==> src/rtl/axi2iob_pkg.sv <==
// rtl/axi2iob_pkg.sv - shared AXI field widths, encodings and FSM states for the axi2iob bridge
package axi2iob_pkg;

    localparam int AXI_LEN_W   = 8;
    localparam int AXI_SIZE_W  = 3;
    localparam int AXI_BURST_W = 2;
    localparam int AXI_RESP_W  = 2;

    localparam logic [AXI_BURST_W-1:0] BURST_FIXED = 2'b00;
    localparam logic [AXI_BURST_W-1:0] BURST_INCR  = 2'b01;
    localparam logic [AXI_BURST_W-1:0] BURST_WRAP  = 2'b10;

    localparam logic [AXI_RESP_W-1:0] RESP_OKAY   = 2'b00;
    localparam logic [AXI_RESP_W-1:0] RESP_SLVERR = 2'b10;

    typedef enum logic [1:0] {
        ST_IDLE,
        ST_WR_DATA,
        ST_WR_RESP,
        ST_RD_DATA
    } state_t;

    // Only full-width beats can be mapped onto the native port.
    function automatic logic size_mismatch(input logic [AXI_SIZE_W-1:0] size, input int data_w);
        return 32'(size) != 32'($clog2(data_w / 8));
    endfunction

endpackage

==> src/rtl/axi2iob_addr_gen.sv <==
// rtl/axi2iob_addr_gen.sv - latched burst address with per-beat advance and size-error flag
module axi2iob_addr_gen
    import axi2iob_pkg::*;
#(
    parameter int AXI_ADDR_W = 32,
    parameter int DATA_W     = 32
) (
    input  logic                   clk,
    input  logic                   rst,
    input  logic                   load,
    input  logic [AXI_ADDR_W-1:0]  load_addr,
    input  logic [AXI_SIZE_W-1:0]  load_size,
    input  logic [AXI_BURST_W-1:0] load_burst,
    input  logic                   advance,
    output logic [AXI_ADDR_W-1:0]  addr,
    output logic                   size_err
);

    logic [AXI_SIZE_W-1:0]  size_q;
    logic [AXI_BURST_W-1:0] burst_q;

    // WRAP bursts fall through to the INCR path.
    always_ff @(posedge clk or posedge rst) begin
        if (rst) begin
            addr    <= '0;
            size_q  <= AXI_SIZE_W'($clog2(DATA_W / 8));
            burst_q <= BURST_INCR;
        end else if (load) begin
            addr    <= load_addr;
            size_q  <= load_size;
            burst_q <= load_burst;
        end else if (advance && burst_q != BURST_FIXED) begin
            addr <= addr + (AXI_ADDR_W'(1) << size_q);
        end
    end

    // Look through to the incoming size on the load cycle so the first beat decision is immediate.
    assign size_err = size_mismatch(load ? load_size : size_q, DATA_W);

endmodule

==> src/rtl/axi2iob.sv <==
// rtl/axi2iob.sv - AXI4 slave that replays read/write bursts as single-beat native accesses
module axi2iob
    import axi2iob_pkg::*;
#(
    parameter int ADDR_W     = 32,
    parameter int DATA_W     = 32,
    parameter int AXI_ADDR_W = ADDR_W,
    parameter int AXI_DATA_W = DATA_W,
    parameter int AXI_ID_W   = 1
) (
    input  logic                    clk,
    input  logic                    rst,
    input  logic [AXI_ID_W-1:0]     s_axi_awid,
    input  logic [AXI_ADDR_W-1:0]   s_axi_awaddr,
    input  logic [AXI_LEN_W-1:0]    s_axi_awlen,
    input  logic [AXI_SIZE_W-1:0]   s_axi_awsize,
    input  logic [AXI_BURST_W-1:0]  s_axi_awburst,
    input  logic                    s_axi_awvalid,
    output logic                    s_axi_awready,
    input  logic [AXI_DATA_W-1:0]   s_axi_wdata,
    input  logic [AXI_DATA_W/8-1:0] s_axi_wstrb,
    input  logic                    s_axi_wlast,
    input  logic                    s_axi_wvalid,
    output logic                    s_axi_wready,
    output logic [AXI_ID_W-1:0]     s_axi_bid,
    output logic [AXI_RESP_W-1:0]   s_axi_bresp,
    output logic                    s_axi_bvalid,
    input  logic                    s_axi_bready,
    input  logic [AXI_ID_W-1:0]     s_axi_arid,
    input  logic [AXI_ADDR_W-1:0]   s_axi_araddr,
    input  logic [AXI_LEN_W-1:0]    s_axi_arlen,
    input  logic [AXI_SIZE_W-1:0]   s_axi_arsize,
    input  logic [AXI_BURST_W-1:0]  s_axi_arburst,
    input  logic                    s_axi_arvalid,
    output logic                    s_axi_arready,
    output logic [AXI_ID_W-1:0]     s_axi_rid,
    output logic [AXI_DATA_W-1:0]   s_axi_rdata,
    output logic [AXI_RESP_W-1:0]   s_axi_rresp,
    output logic                    s_axi_rlast,
    output logic                    s_axi_rvalid,
    input  logic                    s_axi_rready,
    output logic                    m_valid,
    output logic [ADDR_W-1:0]       m_addr,
    output logic [DATA_W-1:0]       m_wdata,
    output logic [DATA_W/8-1:0]     m_wstrb,
    input  logic [DATA_W-1:0]       m_rdata,
    input  logic                    m_ready
);

    state_t                 state, state_nxt;
    logic [AXI_ID_W-1:0]    id_q;
    logic [AXI_LEN_W-1:0]   len_q, cnt_q;
    logic                   last_wr_q, last_beat_q;
    logic [AXI_ADDR_W-1:0]  beat_addr;
    logic                   size_err;
    logic aw_win, ar_win, aw_hs, ar_hs, w_hs, m_hs, r_hs, w_last_now;

    // Fair alternation under contention: the direction not served last wins.
    assign aw_win     = s_axi_awvalid && (!s_axi_arvalid || !last_wr_q);
    assign ar_win     = s_axi_arvalid && !aw_win;
    assign aw_hs      = (state == ST_IDLE) && aw_win;
    assign ar_hs      = (state == ST_IDLE) && ar_win;
    assign w_hs       = (state == ST_WR_DATA) && !m_valid && s_axi_wvalid;
    assign m_hs       = m_valid && m_ready;
    assign r_hs       = s_axi_rvalid && s_axi_rready;
    assign w_last_now = s_axi_wlast || (cnt_q == len_q);

    axi2iob_addr_gen #(
        .AXI_ADDR_W (AXI_ADDR_W),
        .DATA_W     (DATA_W)
    ) u_addr_gen (
        .clk        (clk),
        .rst        (rst),
        .load       (aw_hs || ar_hs),
        .load_addr  (aw_hs ? s_axi_awaddr  : s_axi_araddr),
        .load_size  (aw_hs ? s_axi_awsize  : s_axi_arsize),
        .load_burst (aw_hs ? s_axi_awburst : s_axi_arburst),
        .advance    (m_hs),
        .addr       (beat_addr),
        .size_err   (size_err)
    );

    always_ff @(posedge clk or posedge rst) begin
        if (rst) state <= ST_IDLE;
        else     state <= state_nxt;
    end

    always_comb begin
        state_nxt     = state;
        s_axi_awready = 1'b0;
        s_axi_arready = 1'b0;
        s_axi_wready  = 1'b0;
        s_axi_bvalid  = 1'b0;
        case (state)
            ST_IDLE: begin
                s_axi_awready = aw_win;
                s_axi_arready = ar_win;
                if (aw_win)      state_nxt = ST_WR_DATA;
                else if (ar_win) state_nxt = ST_RD_DATA;
            end
            ST_WR_DATA: begin
                s_axi_wready = !m_valid;
                if (w_hs && size_err && w_last_now) state_nxt = ST_WR_RESP;
                else if (m_hs && last_beat_q)       state_nxt = ST_WR_RESP;
            end
            ST_WR_RESP: begin
                s_axi_bvalid = 1'b1;
                if (s_axi_bready) state_nxt = ST_IDLE;
            end
            ST_RD_DATA: begin
                if (r_hs && s_axi_rlast) state_nxt = ST_IDLE;
            end
            default: state_nxt = ST_IDLE;
        endcase
    end

    // Handshakes below are mutually exclusive by construction, so their order does not matter.
    always_ff @(posedge clk or posedge rst) begin
        if (rst) begin
            id_q         <= '0;
            len_q        <= '0;
            cnt_q        <= '0;
            last_wr_q    <= 1'b0;
            last_beat_q  <= 1'b0;
            m_valid      <= 1'b0;
            m_wdata      <= '0;
            m_wstrb      <= '0;
            s_axi_rvalid <= 1'b0;
            s_axi_rlast  <= 1'b0;
            s_axi_rdata  <= '0;
        end else begin
            if (aw_hs || ar_hs) begin
                id_q      <= aw_hs ? s_axi_awid : s_axi_arid;
                len_q     <= aw_hs ? s_axi_awlen : s_axi_arlen;
                cnt_q     <= '0;
                last_wr_q <= aw_hs;
            end
            if (ar_hs) begin
                m_wstrb <= '0;
                if (size_err) begin
                    s_axi_rvalid <= 1'b1;
                    s_axi_rlast  <= (s_axi_arlen == '0);
                    s_axi_rdata  <= '0;
                end else begin
                    m_valid <= 1'b1;
                end
            end
            if (w_hs) begin
                last_beat_q <= w_last_now;
                if (!w_last_now) cnt_q <= cnt_q + 1'b1;
                if (!size_err) begin
                    m_valid <= 1'b1;
                    m_wdata <= s_axi_wdata;
                    m_wstrb <= s_axi_wstrb;
                end
            end
            if (m_hs) begin
                m_valid <= 1'b0;
                if (state == ST_RD_DATA) begin
                    s_axi_rvalid <= 1'b1;
                    s_axi_rdata  <= m_rdata;
                    s_axi_rlast  <= (cnt_q == len_q);
                end
            end
            if (r_hs) begin
                s_axi_rvalid <= 1'b0;
                s_axi_rlast  <= 1'b0;
                if (!s_axi_rlast) begin
                    cnt_q <= cnt_q + 1'b1;
                    if (size_err) begin
                        s_axi_rvalid <= 1'b1;
                        s_axi_rdata  <= '0;
                        s_axi_rlast  <= (AXI_LEN_W'(cnt_q + 1'b1) == len_q);
                    end else begin
                        m_valid <= 1'b1;
                    end
                end
            end
        end
    end

    assign m_addr      = beat_addr[ADDR_W-1:0];
    assign s_axi_bid   = id_q;
    assign s_axi_rid   = id_q;
    assign s_axi_bresp = (s_axi_bvalid && size_err) ? RESP_SLVERR : RESP_OKAY;
    assign s_axi_rresp = (s_axi_rvalid && size_err) ? RESP_SLVERR : RESP_OKAY;

endmodule
==> config.mk <==
export PLATFORM = sky130hd
export DESIGN_NAME = axi2iob
export DESIGN_NICKNAME = d
export VERILOG_FILES = /design/src/rtl/axi2iob_pkg.sv /design/src/rtl/axi2iob_addr_gen.sv /design/src/rtl/axi2iob.sv
export SDC_FILE = /design/constraint.sdc
export NUM_CORES = 1
export LEC_CHECK = 0
export ABC_AREA = 1
export ABC_CLOCK_PERIOD_IN_PS = 9200
export CAP_MARGIN = 20
export CORE_ASPECT_RATIO = 0.6
export CORE_MARGIN = 2
export CORE_UTILIZATION = 40
export CTS_CLUSTER_DIAMETER = 40
export CTS_CLUSTER_SIZE = 16
export DETAILED_ROUTE_END_ITERATION = 6
export PLACE_DENSITY = 0.74
export SYNTH_ARGS = -nofsm -noshare
export SYNTH_HDL_FRONTEND = slang
export SYNTH_SLANG_ARGS = --single-unit
==> constraint.sdc <==
create_clock -name clk -period 9.2 [get_ports clk]
set_clock_uncertainty 0.1 [all_clocks]
set_input_delay 1.38 -clock clk [delete_from_list [all_inputs] [get_ports clk]]
set_output_delay 1.38 -clock clk [all_outputs]
set_load 0.1 [all_outputs]
# [Word-level counts from Yosys, hierarchy flattened]
# Index checks and enable logic that the tools add are counted.
[word_totals] regBits=129 input_bits=169 word_cells=115
[classes] reduce_logical=28 add_sub_neg=2 shifts=1 n_mux=58 n_bitwise=1 eq_ne=10
[ops] cell="two-way mux 32 bit" count=10
[ops] cell="two-way mux 8 bit" count=6
[ops] cell="adder 32 bit" count=1
[ops] cell="<< shifter 1 x 3 -> 32 bit, first input constant" count=1
[ops] cell="two-way mux 1 bit" count=27
[ops] cell="two-way mux 2 bit" count=9
[ops] cell="== test 8 bit" count=2
[ops] cell="logical AND 1 bit" count=15
[ops] cell="two-way mux 4 bit" count=3
[ops] cell="adder 8 x 1 -> 8 bit, second input constant" count=1
[ops] cell="zero test 8 bit" count=1
[ops] cell="case mux 2 bit (4 select lines)" count=1
[ops] cell="two-way mux 3 bit" count=2
[ops] cell="== test 2 bit, second input constant" count=2
[ops] cell="zero test 1 bit" count=4
[ops] cell="inequality test 2 bit, second input constant" count=2
[ops] cell="AND reduction 4 bit" count=1
[ops] cell="nonzero test 2 bit" count=2
[ops] cell="logical OR 1 bit" count=3
[ops] cell="inequality test 3 x 1 -> 1 bit, second input constant" count=1
[ops] cell="inequality test 3 x 2 -> 1 bit, second input constant" count=1
[ops] cell="inequality test 3 bit, second input constant" count=1
[ops] cell="== test 2 x 1 -> 1 bit, second input constant" count=1
[ops] cell="zero test 2 bit" count=1
[ops] cell="2 further kinds" count=2

# [Depth between registers and ports, before layout]
[depth] depth_word=17 mapped_depth=16 ltp_nobuf=16

# [Modules after synthesis]
# Synthesis repeated with hierarchy kept, for this count alone.
[hier_totals] hier_cells=1049 hier_area_um2=7801.2
[by_module_without_submodules] mod="axi2iob" area_each_um2=4894.7 cells_each=581 n_inst=1 seq_area_each_um2=2302.2
[by_module_without_submodules] mod="axi2iob_addr_gen" area_each_um2=2906.5 cells_each=468 n_inst=1 seq_area_each_um2=928.4

# [Least setup slack after synthesis]
# Ideal clock, no wire load.
[synth_timing] kind="input to output" from="input s_axi_arvalid" to="output s_axi_bresp[1]" stages=9 arrival_time_ns=4.113 slack_ns=3.607 path_cell_list="nand2_1 > nand2_1 > nand2_1 > nand2_1 > nor2_1 > nor2_2 > nand3_1 > inv_1 > nor3_1"
[synth_between] elab_chain_len=11 elab_cells_between_ends=13 cone_classes="1 x eq/ne; 3 x mux; 9 x reduce/logical"
[synth_lines] element="start: declaration" line="axi2iob.sv:34" source="input logic s_axi_arvalid,"
[synth_lines] element="zero test 1 bit" line="axi2iob.sv:59" source="assign aw_win = s_axi_awvalid && (!s_axi_arvalid || !last_wr_q);"
[synth_lines] element="logical OR 1 bit" line="axi2iob.sv:59"
[synth_lines] element="logical AND 1 bit" line="axi2iob.sv:59"
[synth_lines] element="zero test 1 bit" line="axi2iob.sv:60" source="assign ar_win = s_axi_arvalid && !aw_win;"
[synth_lines] element="logical AND 1 bit" line="axi2iob.sv:60"
[synth_lines] element="logical AND 1 bit" line="axi2iob.sv:62" source="assign ar_hs = (state == ST_IDLE) && ar_win;"
[synth_lines] element="logical OR 1 bit" line="axi2iob.sv:74" source=".load (aw_hs || ar_hs),"
[synth_lines] element="two-way mux 3 bit *" line="axi2iob_addr_gen.sv:38" source="assign size_err = size_mismatch(load ? load_size : size_q, DATA_W);"
[synth_lines] element="inequality test 3 x 2 -> 1 bit *" line="axi2iob_pkg.sv:25" source="return 32'(size) != 32'($clog2(data_w / 8));"
[synth_lines] element="logical AND 1 bit *" line="axi2iob.sv:185" source="assign s_axi_bresp = (s_axi_bvalid && size_err) ? RESP_SLVERR : RESP_OKAY;"
[synth_lines] element="two-way mux 2 bit *" line="axi2iob.sv:185"
[synth_lines] element="end: declaration" line="axi2iob.sv:26" source="output logic [AXI_RESP_W-1:0] s_axi_bresp,"
# Mark *: on every way between the ends. The rest lies on a longest branch, timed or not.

# [Worst setup path in the final report]
[layout_timing] from="input s_axi_awvalid" to="output s_axi_bresp[1]"
[layout_between] elab_chain_len=9 elab_cells_between_ends=11 cone_classes="1 x eq/ne; 3 x mux; 7 x reduce/logical"
[layout_lines] element="start: declaration" line="axi2iob.sv:18" source="input logic s_axi_awvalid,"
[layout_lines] element="logical AND 1 bit *" line="axi2iob.sv:59"
[layout_lines] element="zero test 1 bit" line="axi2iob.sv:60"
[layout_lines] element="logical AND 1 bit" line="axi2iob.sv:60"
[layout_lines] element="logical AND 1 bit" line="axi2iob.sv:62"
[layout_lines] element="logical OR 1 bit" line="axi2iob.sv:74"
[layout_lines] element="two-way mux 3 bit *" line="axi2iob_addr_gen.sv:38"
[layout_lines] element="inequality test 3 x 2 -> 1 bit *" line="axi2iob_pkg.sv:25"
[layout_lines] element="logical AND 1 bit *" line="axi2iob.sv:185"
[layout_lines] element="two-way mux 2 bit *" line="axi2iob.sv:185"
# Marks and branches as above.

==> run metrics <==
# fillers=1627; pre-CTS setup slack=2.74 ns; hold_ws=0.386 ns; Post-DP HPWL=19100 um; synthesized area=7430 um^2; RSZ-0062 raised after global routing=no; die extent in x=180 um; CTS tree=done; max_slew headroom=29.8%; post-CTS setup buffers=0; Distinct cells, synth=42; sequential share of the synthesized area=43.5%; Post-Route WL=25900 um; DRT antenna net count=0; Vias=8014; Worst Setup End Kind=primary output; Boundary Pins=282; CP required=7.72 ns; CP Class=input pin to primary output; Area growth syn-to-layout=47.4%; GR Overflow Total=0; Setup TNS=0 ns; Die ar.=19700 um^2; clock buffer count from CTS=17; Post-synth ARST share=100%; die height=110 um; Sink Count=129; crit-path cells=clkdlybuf4s50_1 > nor2_1 > nor2_4 > buf_4 > nand2_1 > nor2_1 > nor2_2 > nand3_1 > buf_4 > inv_1 > nor3_1 > clkdlybuf4s50_1; CP arrival=4.96 ns; Avg Cell Area, Syn=7.26 um^2; share of layout cells above drive strength 1=4.86%; area share of the largest cell type after synthesis=42.8%; CTS clk-pin slew, worst paths=0.06 ns; Synth warnings=0; std cell rows=38; worst-skew pair later-pin latency=0.42 ns; IO Port Bufs=279; Total Nets Final=1463; final setup margin=2.76 ns; CP startpoint kind=input pin; final hold violations=0; DRC=0; Hold-fix buffers, CTS=0; wire per inst=16.8 um; first-pass GRT wire length=40100 um; largest net degree at the start of global routing=73; status=finished clean; Post-CTS Resized=0; synth top area cells=dfrtp_1, nand2_1, o21ai_0; CP Max Fanout=62; Slowest cell on crit path=clkdlybuf4s50_1; GPL Wtd Cong=0.872; Cells after Synth=1024; Post-synth EDFFs=0; CTS H-tree depth=4; HP Class=flop to flop; min cycle time layout=6.44 ns; ys flop type=dfrtp_1; CTS max path bufs=2; leading area contributor after synthesis=dfrtp_1; Final Slew Violations=0; # diodes=0; initial core utilization=41.0%; worst-margin pin slew=1.05 ns; GR Util All Layers=25.8%; vias per cell=5.21; share of the clock period used by the worst path=70.0%; MaxCap Viol Count=0; Root Driver=clkbuf_16; vias in the first global route=7402; synthesized flop and latch total=129; f_max=155 MHz; number of antenna violations at the first check in global routing=0; crit-path max cell delay=1.17 ns; DRT iter0 DRCs=626; Final Setup Violations=0; core area=18100 um^2; first-pass iteration count of the detailed router=5
-- worst paths after layout --
check                      depth (start not counted)                  start  slack, ns                              to
setup / recovery                                  12          s_axi_awvalid       2.76                  s_axi_bresp[1]
hold / removal                                     2  last_wr_q$_DFFE_PP0N_       0.39           last_wr_q$_DFFE_PP0N_
setup reg to reg                                  14   state[1]$_DFFE_PP0P_       5.74           s_axi_rlast$_DFF_PP0_
hold reg to reg                                    2  last_wr_q$_DFFE_PP0N_       0.39           last_wr_q$_DFFE_PP0N_
max in group asynchronous                          3                    rst       6.20  u_addr_gen.addr[6]$_DFFE_PP0P_
min in group asynchronous                          2                    rst       1.34       s_axi_rdata[15]$_DFF_PP0_
-- cell families after synthesis --
| kind of cell | count (synthesis) | share of synthesized area [%] |
|---|---|---|
| other cells | 1 | 0.0504 |
| simple gates | 496 | 28.4 |
| flops | 129 | 43.5 |
| buf+inv | 140 | 7.74 |
| xor+xnor | 19 | 2.24 |
| compound gates | 229 | 16.3 |
| fa+ha+maj | 10 | 1.78 |
-- cell usage after synthesis (all sizes together), types with 5 or more instances --
| library cell | instances |
|---|---|
| dfrtp | 127 |
| or2 | 5 |
| xor2 | 8 |
| buf | 18 |
| nor3 | 20 |
| nand3 | 81 |
| o22ai | 17 |
| nand2 | 260 |
| a21oi | 78 |
| ha | 9 |
| clkbuf | 31 |
| xnor2 | 11 |
| nor2 | 107 |
| nand4 | 14 |
| o21ai | 118 |
| inv | 88 |
| nand3b | 5 |
-- layout make-up --
cell class / instances / area, um^2 / share of cell area (%)
clock inverters: 14 / 140 / 1.28
multi-input cells: 756 / 3630 / 33.2
inverters: 91 / 344 / 3.14
repair buffers: 289 / 2880 / 26.3
clock buffers: 18 / 429 / 3.92
flip-flops and latches: 129 / 3230 / 29.5
well taps: 240 / 300 / 2.74
-- critical path: cells and delay by family --
kind,cells,cell delay [ns]
buf+inv,5,2.75
simple gates,7,0.80
-- metrics by stage --
step                      area, um^2  util, %  instances
after floorplan                 7440        -       1025
after global placement         10400     57.2       1504
after CTS                      10900     60.4       1536
after global routing           11000     60.5       1537
after detailed placement       10400     57.2       1504
final                          11000     60.5       1537
-- sequential cells by signal, indices dropped and copies added, names as in the netlist --
name and flops:
s_axi_bid 1, m_wstrb 4, s_axi_rvalid 1, m_wdata 32, m_valid 1, u_addr_gen.size_q 3, s_axi_rlast 1, u_addr_gen.burst_q 2
cnt_q 8, state 2, len_q 8, s_axi_rdata 32, u_addr_gen.addr 32, last_beat_q 1, last_wr_q 1
-- per-layer routing --
metal | vias to the layer above | part of all wire (%) | track usage (%)
li1 | 3902 | - | -
met1 | 3749 | 48 | 38.0
met2 | 329 | 41 | 36.4
met3 | 34 | 9.4 | 8.25
met4 | 0 | 1.5 | 6.74
met5 | - | 0 | 0
-- cell usage in the layout, fill, tap and decap left out, types with 4 or more instances in the layout --
cell / instances
nor3_1: 18
nor2_1: 101
o21bai_1: 4
o21ai_0: 109
nand3b_1: 5
ha_1: 9
a21oi_1: 78
nand4_1: 14
nor2_2: 4
xnor2_1: 11
dfrtp_1: 127
buf_4: 9
o21ai_1: 9
nand2_1: 258
nand3_1: 80
clkbuf_16: 17
clkinvlp_4: 4
inv_6: 6
o22a_1: 4
or2_2: 5
clkdlybuf4s50_1: 279
xor2_1: 8
o22ai_1: 17
inv_1: 84
Power is left out: the tool's default activity adds up to more than one toggle a clock period on the data nets, which glitch-free logic cannot reach.
